<file path="src/rtl/debug_dump_uart_if.sv">
// rtl/debug_dump_uart_if.sv - display-mux select/word and UART status bundle for the debug dump block
interface debug_dump_uart_if;
    logic        Dump_Start;
    logic [5:0]  User_Select;
    logic        User_Enable;
    logic [31:0] HexDisplay32Bits;
    logic [5:0]  Display_Select;
    logic        Display_Enable;
    logic        UART_TXD;
    logic        Dump_Busy;
    logic        Dump_Done;

    modport slave (
        input  Dump_Start, User_Select, User_Enable, HexDisplay32Bits,
        output Display_Select, Display_Enable, UART_TXD, Dump_Busy, Dump_Done
    );

    modport master (
        output Dump_Start, User_Select, User_Enable, HexDisplay32Bits,
        input  Display_Select, Display_Enable, UART_TXD, Dump_Busy, Dump_Done
    );
endinterface

</file>
<file path="src/rtl/debug_dump_uart.sv">
// rtl/debug_dump_uart.sv - steps the display mux through a select range and sends each word as ASCII hex over UART
module debug_dump_uart #(
    parameter int CLKS_PER_BIT = 434,
    parameter int SEL_FIRST    = 32,
    parameter int SEL_LAST     = 38
) (
    input  logic             clock,
    input  logic             reset,
    debug_dump_uart_if.slave dbg
);
    typedef enum logic [2:0] {S_IDLE, S_SELECT, S_SETTLE, S_CAPTURE, S_SEND, S_DONE} state_t;
    typedef enum logic [1:0] {K_HEX, K_SPACE, K_CR, K_LF} kind_t;

    localparam int              CW          = (CLKS_PER_BIT > 1) ? $clog2(CLKS_PER_BIT) : 1;
    localparam logic [CW-1:0]   BAUD_LAST   = CW'(CLKS_PER_BIT - 1);
    localparam logic [5:0]      SEL_FIRST_V = 6'(SEL_FIRST);
    localparam logic [5:0]      SEL_LAST_V  = 6'(SEL_LAST);

    state_t        state_q, state_d;
    kind_t         kind_q, kind_d;
    logic [5:0]    sel_q, sel_d;
    logic [5:0]    disp_sel_q, disp_sel_d;
    logic          disp_en_q, disp_en_d;
    logic          busy_q, busy_d;
    logic [31:0]   word_q, word_d;
    logic [2:0]    nib_q, nib_d;
    logic [7:0]    char_q, char_d;
    logic [3:0]    bit_q, bit_d;
    logic [CW-1:0] baud_q, baud_d;
    logic          txd;

    function automatic logic [7:0] hex_ascii(input logic [3:0] n);
        return (n <= 4'd9) ? (8'h30 + {4'h0, n}) : (8'h41 + {4'h0, n} - 8'd10);
    endfunction

    function automatic logic [3:0] nibble_of(input logic [31:0] w, input logic [2:0] idx);
        logic [31:0] sh;
        sh = w >> {idx, 2'b00};
        return sh[3:0];
    endfunction

    always_ff @(posedge clock or posedge reset) begin
        if (reset) begin
            state_q    <= S_IDLE;
            kind_q     <= K_HEX;
            sel_q      <= SEL_FIRST_V;
            disp_sel_q <= '0;
            disp_en_q  <= 1'b0;
            busy_q     <= 1'b0;
            word_q     <= '0;
            nib_q      <= '0;
            char_q     <= '0;
            bit_q      <= '0;
            baud_q     <= '0;
        end else begin
            state_q    <= state_d;
            kind_q     <= kind_d;
            sel_q      <= sel_d;
            disp_sel_q <= disp_sel_d;
            disp_en_q  <= disp_en_d;
            busy_q     <= busy_d;
            word_q     <= word_d;
            nib_q      <= nib_d;
            char_q     <= char_d;
            bit_q      <= bit_d;
            baud_q     <= baud_d;
        end
    end

    // Display outputs are loaded on entry to SELECT so the mux sees the new select during SELECT itself.
    always_comb begin
        state_d    = state_q;
        kind_d     = kind_q;
        sel_d      = sel_q;
        disp_sel_d = disp_sel_q;
        disp_en_d  = disp_en_q;
        busy_d     = busy_q;
        word_d     = word_q;
        nib_d      = nib_q;
        char_d     = char_q;
        bit_d      = bit_q;
        baud_d     = baud_q;

        case (state_q)
            S_IDLE: begin
                disp_sel_d = dbg.User_Select;
                disp_en_d  = dbg.User_Enable;
                if (dbg.Dump_Start) begin
                    state_d    = S_SELECT;
                    sel_d      = SEL_FIRST_V;
                    disp_sel_d = SEL_FIRST_V;
                    disp_en_d  = 1'b0;
                    busy_d     = 1'b1;
                end
            end
            S_SELECT:  state_d = S_SETTLE;
            S_SETTLE:  state_d = S_CAPTURE;
            S_CAPTURE: begin
                word_d  = dbg.HexDisplay32Bits;
                nib_d   = 3'd7;
                char_d  = hex_ascii(dbg.HexDisplay32Bits[31:28]);
                kind_d  = K_HEX;
                bit_d   = '0;
                baud_d  = '0;
                state_d = S_SEND;
            end
            S_SEND: begin
                if (baud_q != BAUD_LAST) begin
                    baud_d = baud_q + 1'b1;
                end else begin
                    baud_d = '0;
                    if (bit_q != 4'd9) begin
                        bit_d = bit_q + 4'd1;
                    end else begin
                        bit_d = '0;
                        case (kind_q)
                            K_HEX: begin
                                if (nib_q != 3'd0) begin
                                    nib_d  = nib_q - 3'd1;
                                    char_d = hex_ascii(nibble_of(word_q, nib_q - 3'd1));
                                end else if (sel_q < SEL_LAST_V) begin
                                    kind_d = K_SPACE;
                                    char_d = 8'h20;
                                end else begin
                                    kind_d = K_CR;
                                    char_d = 8'h0D;
                                end
                            end
                            K_SPACE: begin
                                sel_d      = sel_q + 6'd1;
                                disp_sel_d = sel_q + 6'd1;
                                state_d    = S_SELECT;
                            end
                            K_CR: begin
                                kind_d = K_LF;
                                char_d = 8'h0A;
                            end
                            default: state_d = S_DONE;
                        endcase
                    end
                end
            end
            S_DONE: begin
                busy_d  = 1'b0;
                state_d = S_IDLE;
            end
            default: state_d = S_IDLE;
        endcase
    end

    // Frame bit 0 is the start bit, 1..8 data LSB first, 9 the stop bit.
    always_comb begin
        txd = 1'b1;
        if (state_q == S_SEND) begin
            case (bit_q)
                4'd0:    txd = 1'b0;
                4'd9:    txd = 1'b1;
                default: txd = char_q[3'(bit_q - 4'd1)];
            endcase
        end
    end

    assign dbg.Display_Select = disp_sel_q;
    assign dbg.Display_Enable = disp_en_q;
    assign dbg.UART_TXD       = txd;
    assign dbg.Dump_Busy      = busy_q;
    assign dbg.Dump_Done      = (state_q == S_DONE);
endmodule
</file>
<file path="src/flat_wrapper.sv">
// flat-port wrapper written by rule: the top's interface ports become plain ports
module debug_dump_uart_flat 
#(
    parameter int CLKS_PER_BIT = 434,
    parameter int SEL_FIRST    = 32,
    parameter int SEL_LAST     = 38
)
  (clock, reset, dbg_Dump_Start, dbg_User_Select, dbg_User_Enable, dbg_HexDisplay32Bits, dbg_Display_Select, dbg_Display_Enable, dbg_UART_TXD, dbg_Dump_Busy, dbg_Dump_Done);
  debug_dump_uart_if dbg_i ();
  input  logic clock;
  input  logic reset;
  input wire logic [$bits(dbg_i.Dump_Start)-1:0] dbg_Dump_Start;
  input wire logic [$bits(dbg_i.User_Select)-1:0] dbg_User_Select;
  input wire logic [$bits(dbg_i.User_Enable)-1:0] dbg_User_Enable;
  input wire logic [$bits(dbg_i.HexDisplay32Bits)-1:0] dbg_HexDisplay32Bits;
  output wire logic [$bits(dbg_i.Display_Select)-1:0] dbg_Display_Select;
  output wire logic [$bits(dbg_i.Display_Enable)-1:0] dbg_Display_Enable;
  output wire logic [$bits(dbg_i.UART_TXD)-1:0] dbg_UART_TXD;
  output wire logic [$bits(dbg_i.Dump_Busy)-1:0] dbg_Dump_Busy;
  output wire logic [$bits(dbg_i.Dump_Done)-1:0] dbg_Dump_Done;
  assign dbg_i.Dump_Start = dbg_Dump_Start;
  assign dbg_i.User_Select = dbg_User_Select;
  assign dbg_i.User_Enable = dbg_User_Enable;
  assign dbg_i.HexDisplay32Bits = dbg_HexDisplay32Bits;
  assign dbg_Display_Select = dbg_i.Display_Select;
  assign dbg_Display_Enable = dbg_i.Display_Enable;
  assign dbg_UART_TXD = dbg_i.UART_TXD;
  assign dbg_Dump_Busy = dbg_i.Dump_Busy;
  assign dbg_Dump_Done = dbg_i.Dump_Done;
  debug_dump_uart #(.CLKS_PER_BIT(CLKS_PER_BIT), .SEL_FIRST(SEL_FIRST), .SEL_LAST(SEL_LAST)) u_core (.clock(clock), .reset(reset), .dbg(dbg_i));
endmodule
</file>
<file path="config.mk">
export PLATFORM = sky130hd
export DESIGN_NAME = debug_dump_uart_flat
export DESIGN_NICKNAME = d
export VERILOG_FILES = /design/src/rtl/debug_dump_uart_if.sv /design/src/rtl/debug_dump_uart.sv /design/src/flat_wrapper.sv
export SDC_FILE = /design/constraint.sdc
export NUM_CORES = 1
export LEC_CHECK = 0
export CORE_MARGIN = 2
export CORE_UTILIZATION = 55
export CTS_BUF_LIST = sky130_fd_sc_hd__clkbuf_4
export DETAILED_ROUTE_END_ITERATION = 16
export GPL_TIMING_DRIVEN = 0
export PLACE_DENSITY = 0.76
export SLEW_MARGIN = 20
export SYNTH_ARGS = -nofsm -noshare
export SYNTH_HDL_FRONTEND = slang
export SYNTH_SLANG_ARGS = --single-unit
export TNS_END_PERCENT = 100
</file>
<file path="constraint.sdc">
create_clock -name clock -period 3.36 [get_ports clock]
set_input_delay 0.672 -clock clock [delete_from_list [all_inputs] [get_ports clock]]
set_output_delay 0.672 -clock clock [all_outputs]
set_load 0.1 [all_outputs]
</file>
==> flow_summary.yaml <==
global_routing:
  antenna_found_initial: 0
  grt_pass1_vias: 3279
  grt_max_degree: 44
  grt-ovfl-total: 0
  grt_util_all_layers_pct: 23.1
  grt_pass1_wl_mm: 15.4
floorplanning:
  ios: 52
  die_w_um: 90.2
  die-area_mm2: 0.00814
  core_area_mm2: 0.00721
  die-height_um: 90.2
  start_util_pct: 56.6
  rows: 31
clocking:
  cts_sinks: 74
  clkLatencyLatePin_ns: 0.43
  cts-root-buf: "clkbuf_4"
  clk_path_buf_depth: 2
  cts_tree: "done"
  cts_htree_levels: 3
  path_clk_slew_ns: 0.11
  ctsHoldBuffers: 0
  numCtsBuffers: 9
drt:
  drc: 0
  drtPass1Iterations: 4
  wl_per_cell_um: 14.7
  routed_wl_mm: 9.11
  drt_iter0_drc: 195
  num_vias: 3447
  via_per_inst: 5.58
  detail-route-antenna-nets: 0
logic_synthesis:
  synth_cell_types: 61
  ys.flop_type: "dfrtp_1"
  avgSynthCellArea_um2: 9.02
  syn-num-nets: 507
  synth_top_area_share_pct: 44.7
  netlist_instances: 453
  ys_warn_count: 0
  synth_top_area_cell: "dfrtp_1"
  syn_area_mm2: 0.00409
  synth_edf_count: 0
  async_reset_ff_share_pct: 100
  ys_top_cells_by_area: "dfrtp_1, nand2_1, mux2i_1"
  ys_ff_latch: 74
  yosysSeqAreaShare_pct: 45.3
finish:
  utilization_pct: 67.1
  multi_input_area_mm2: 0.00208
  fillCellCount: 630
  final_cell_mix: "nand2_1, dfrtp_1, clkdlybuf4s50_1"
  diodes: 0
  nNetsFinal: 569
  area_growth_pct: 18.4
  final_common_cell: "nand2_1"
  seqCellArea_mm2: 0.00185
  drive_gt1_share_pct: 8.09
timing:
  slew_violations: 0
  fin_hold_ws_ns: 0.488
  fmax_mhz: 312
  timing.setup.tns_ns: 0
  hold_viol: 0
  fin_crit_sh_pct: 95.5
  finalSetupViolCount: 0
  slew_headroom_pct: 34.9
  worstMarginPinSlew_ns: 0.973
  period_minus_slack_ns: 3.21
  rsz0062_at_grt: "false"
  fin_skew_ns: 0.0208
worst_setup_path:
  cp_data_arrival_time_ns: 2.54
  worst_setup_path_start_kind: "register"
  crit_fanout: 9
  critPathKind: "reg -> out"
  end_kind: "primary output"
  crit_required_ns: 2.69
run:
  maxCapViolCount: 0
placement:
  dp_hpwl_mm: 6.74
  place.port_buffers: 51
  routabilityCongestion: 0.861
min_path:
  min_path_type: "reg -> reg"
run_status:
  run_status: "complete, no violations"
pwr:
  p_leak_nw: 2.15
  p_total_mw: 1.56
  p_per_area_mw_per_mm2: 322
  irDropWorstVdd_uv: 209
[where the power goes]
group          internal (mW)  switching (mW)  total [mW]
sequential             0.917          0.0161       0.933
clock                  0.159           0.312       0.471
combinational         0.0804          0.0711       0.152
[critical path: stages, from the launching register on]
cell	delay, ns
dfrtp_2	0.48
inv_1	0.06
ha_1	0.35
mux4_2	0.32
nor2b_1	0.15
a311oi_1	0.28
a21o_1	0.13
nand2_1	0.04
buf_2	0.29
[per-layer routing]
layer  share of wire (%)  track usage, %
met1                  47            31.8
met2                  47            38.2
met3                 4.0            3.02
met4                 1.8            7.56
met5                   0               0
[sequential cells by signal (all words and copies together), names as in the netlist, 2 cells and up]
| signal | flops |
|---|---|
| u_core.word_q | 32 |
| u_core.baud_q | 9 |
| u_core.char_q | 7 |
| u_core.dbg.Display_Select | 6 |
| u_core.sel_q | 6 |
| u_core.bit_q | 4 |
| u_core.nib_q | 3 |
| u_core.state_q | 3 |
| u_core.kind_q | 2 |
[metrics by stage]
step                      setup slack [ns]  cell area [um^2]  std cells
after global routing               0.00610              4840        618
after CTS                           0.0730              4840        618
after detailed placement            -0.306              4740        604
final                                0.150              4840        618
after floorplan                      0.394              4090        453
after global placement              -0.420              4720        603
[logic make-up after synthesis]
group                    Yosys count  share of synthesized area (%)
AND/OR/NAND/NOR                  198                           20.9
AO/OA/AOI/OAI                     93                           14.6
flip-flops                        74                           45.3
buffers and inverters             36                           3.67
multiplexers                      32                           10.0
adder cells (fa/ha/maj)           12                           3.67
XOR/XNOR                           8                           1.71
[Yosys cell counts, drive strengths merged, types with 5 or more instances]
library cell and number:
a211oi 5, ha 12, o21ai 36, mux2i 17, buf 6, nor3 10
a31oi 7, and3 6, nand3 10, dfrtp 73, a21oi 15, mux2 9
nor2 27, inv 16, nand2 123, mux4 6, o31ai 6, a21o 6
clkbuf 14
[area by class of cell]
cell class / count / area share, %
multi-input cells: 343 / 43.1
flip-flops and latches: 74 / 38.3
repair buffers: 52 / 10.9
well taps: 99 / 2.56
plain buffers: 19 / 1.78
clock buffers: 11 / 1.71
inverters: 16 / 1.29
clock inverters: 4 / 0.414
[repair_timing]
action / in CTS / in global routing
setup endpoints to repair: 1 / 1
resized for setup: 5 / 1
cloned: 0 / 0
setup buffers: 0 / 0
[path summary, 6_finish.rpt]
| check | start | endpoint | slack [ns] | cells after the start |
|---|---|---|---|---|
| worst min-delay path | u_core.word_q[7] | u_core.word_q[7] | 0.49 | 2 |
| worst min register to register | u_core.word_q[7] | u_core.word_q[7] | 0.49 | 2 |
| worst max-delay path | u_core.bit_q[0] | dbg_UART_TXD | 0.15 | 8 |
| max in group asynchronous | reset | u_core.sel_q[5] | 2.17 | 3 |
| worst max register to register | u_core.nib_q[0] | u_core.char_q[1] | 0.26 | 11 |
| min in group asynchronous | reset | u_core.baud_q[8] | 0.57 | 2 |
Note: power is estimated with default switching activity, not from simulation.
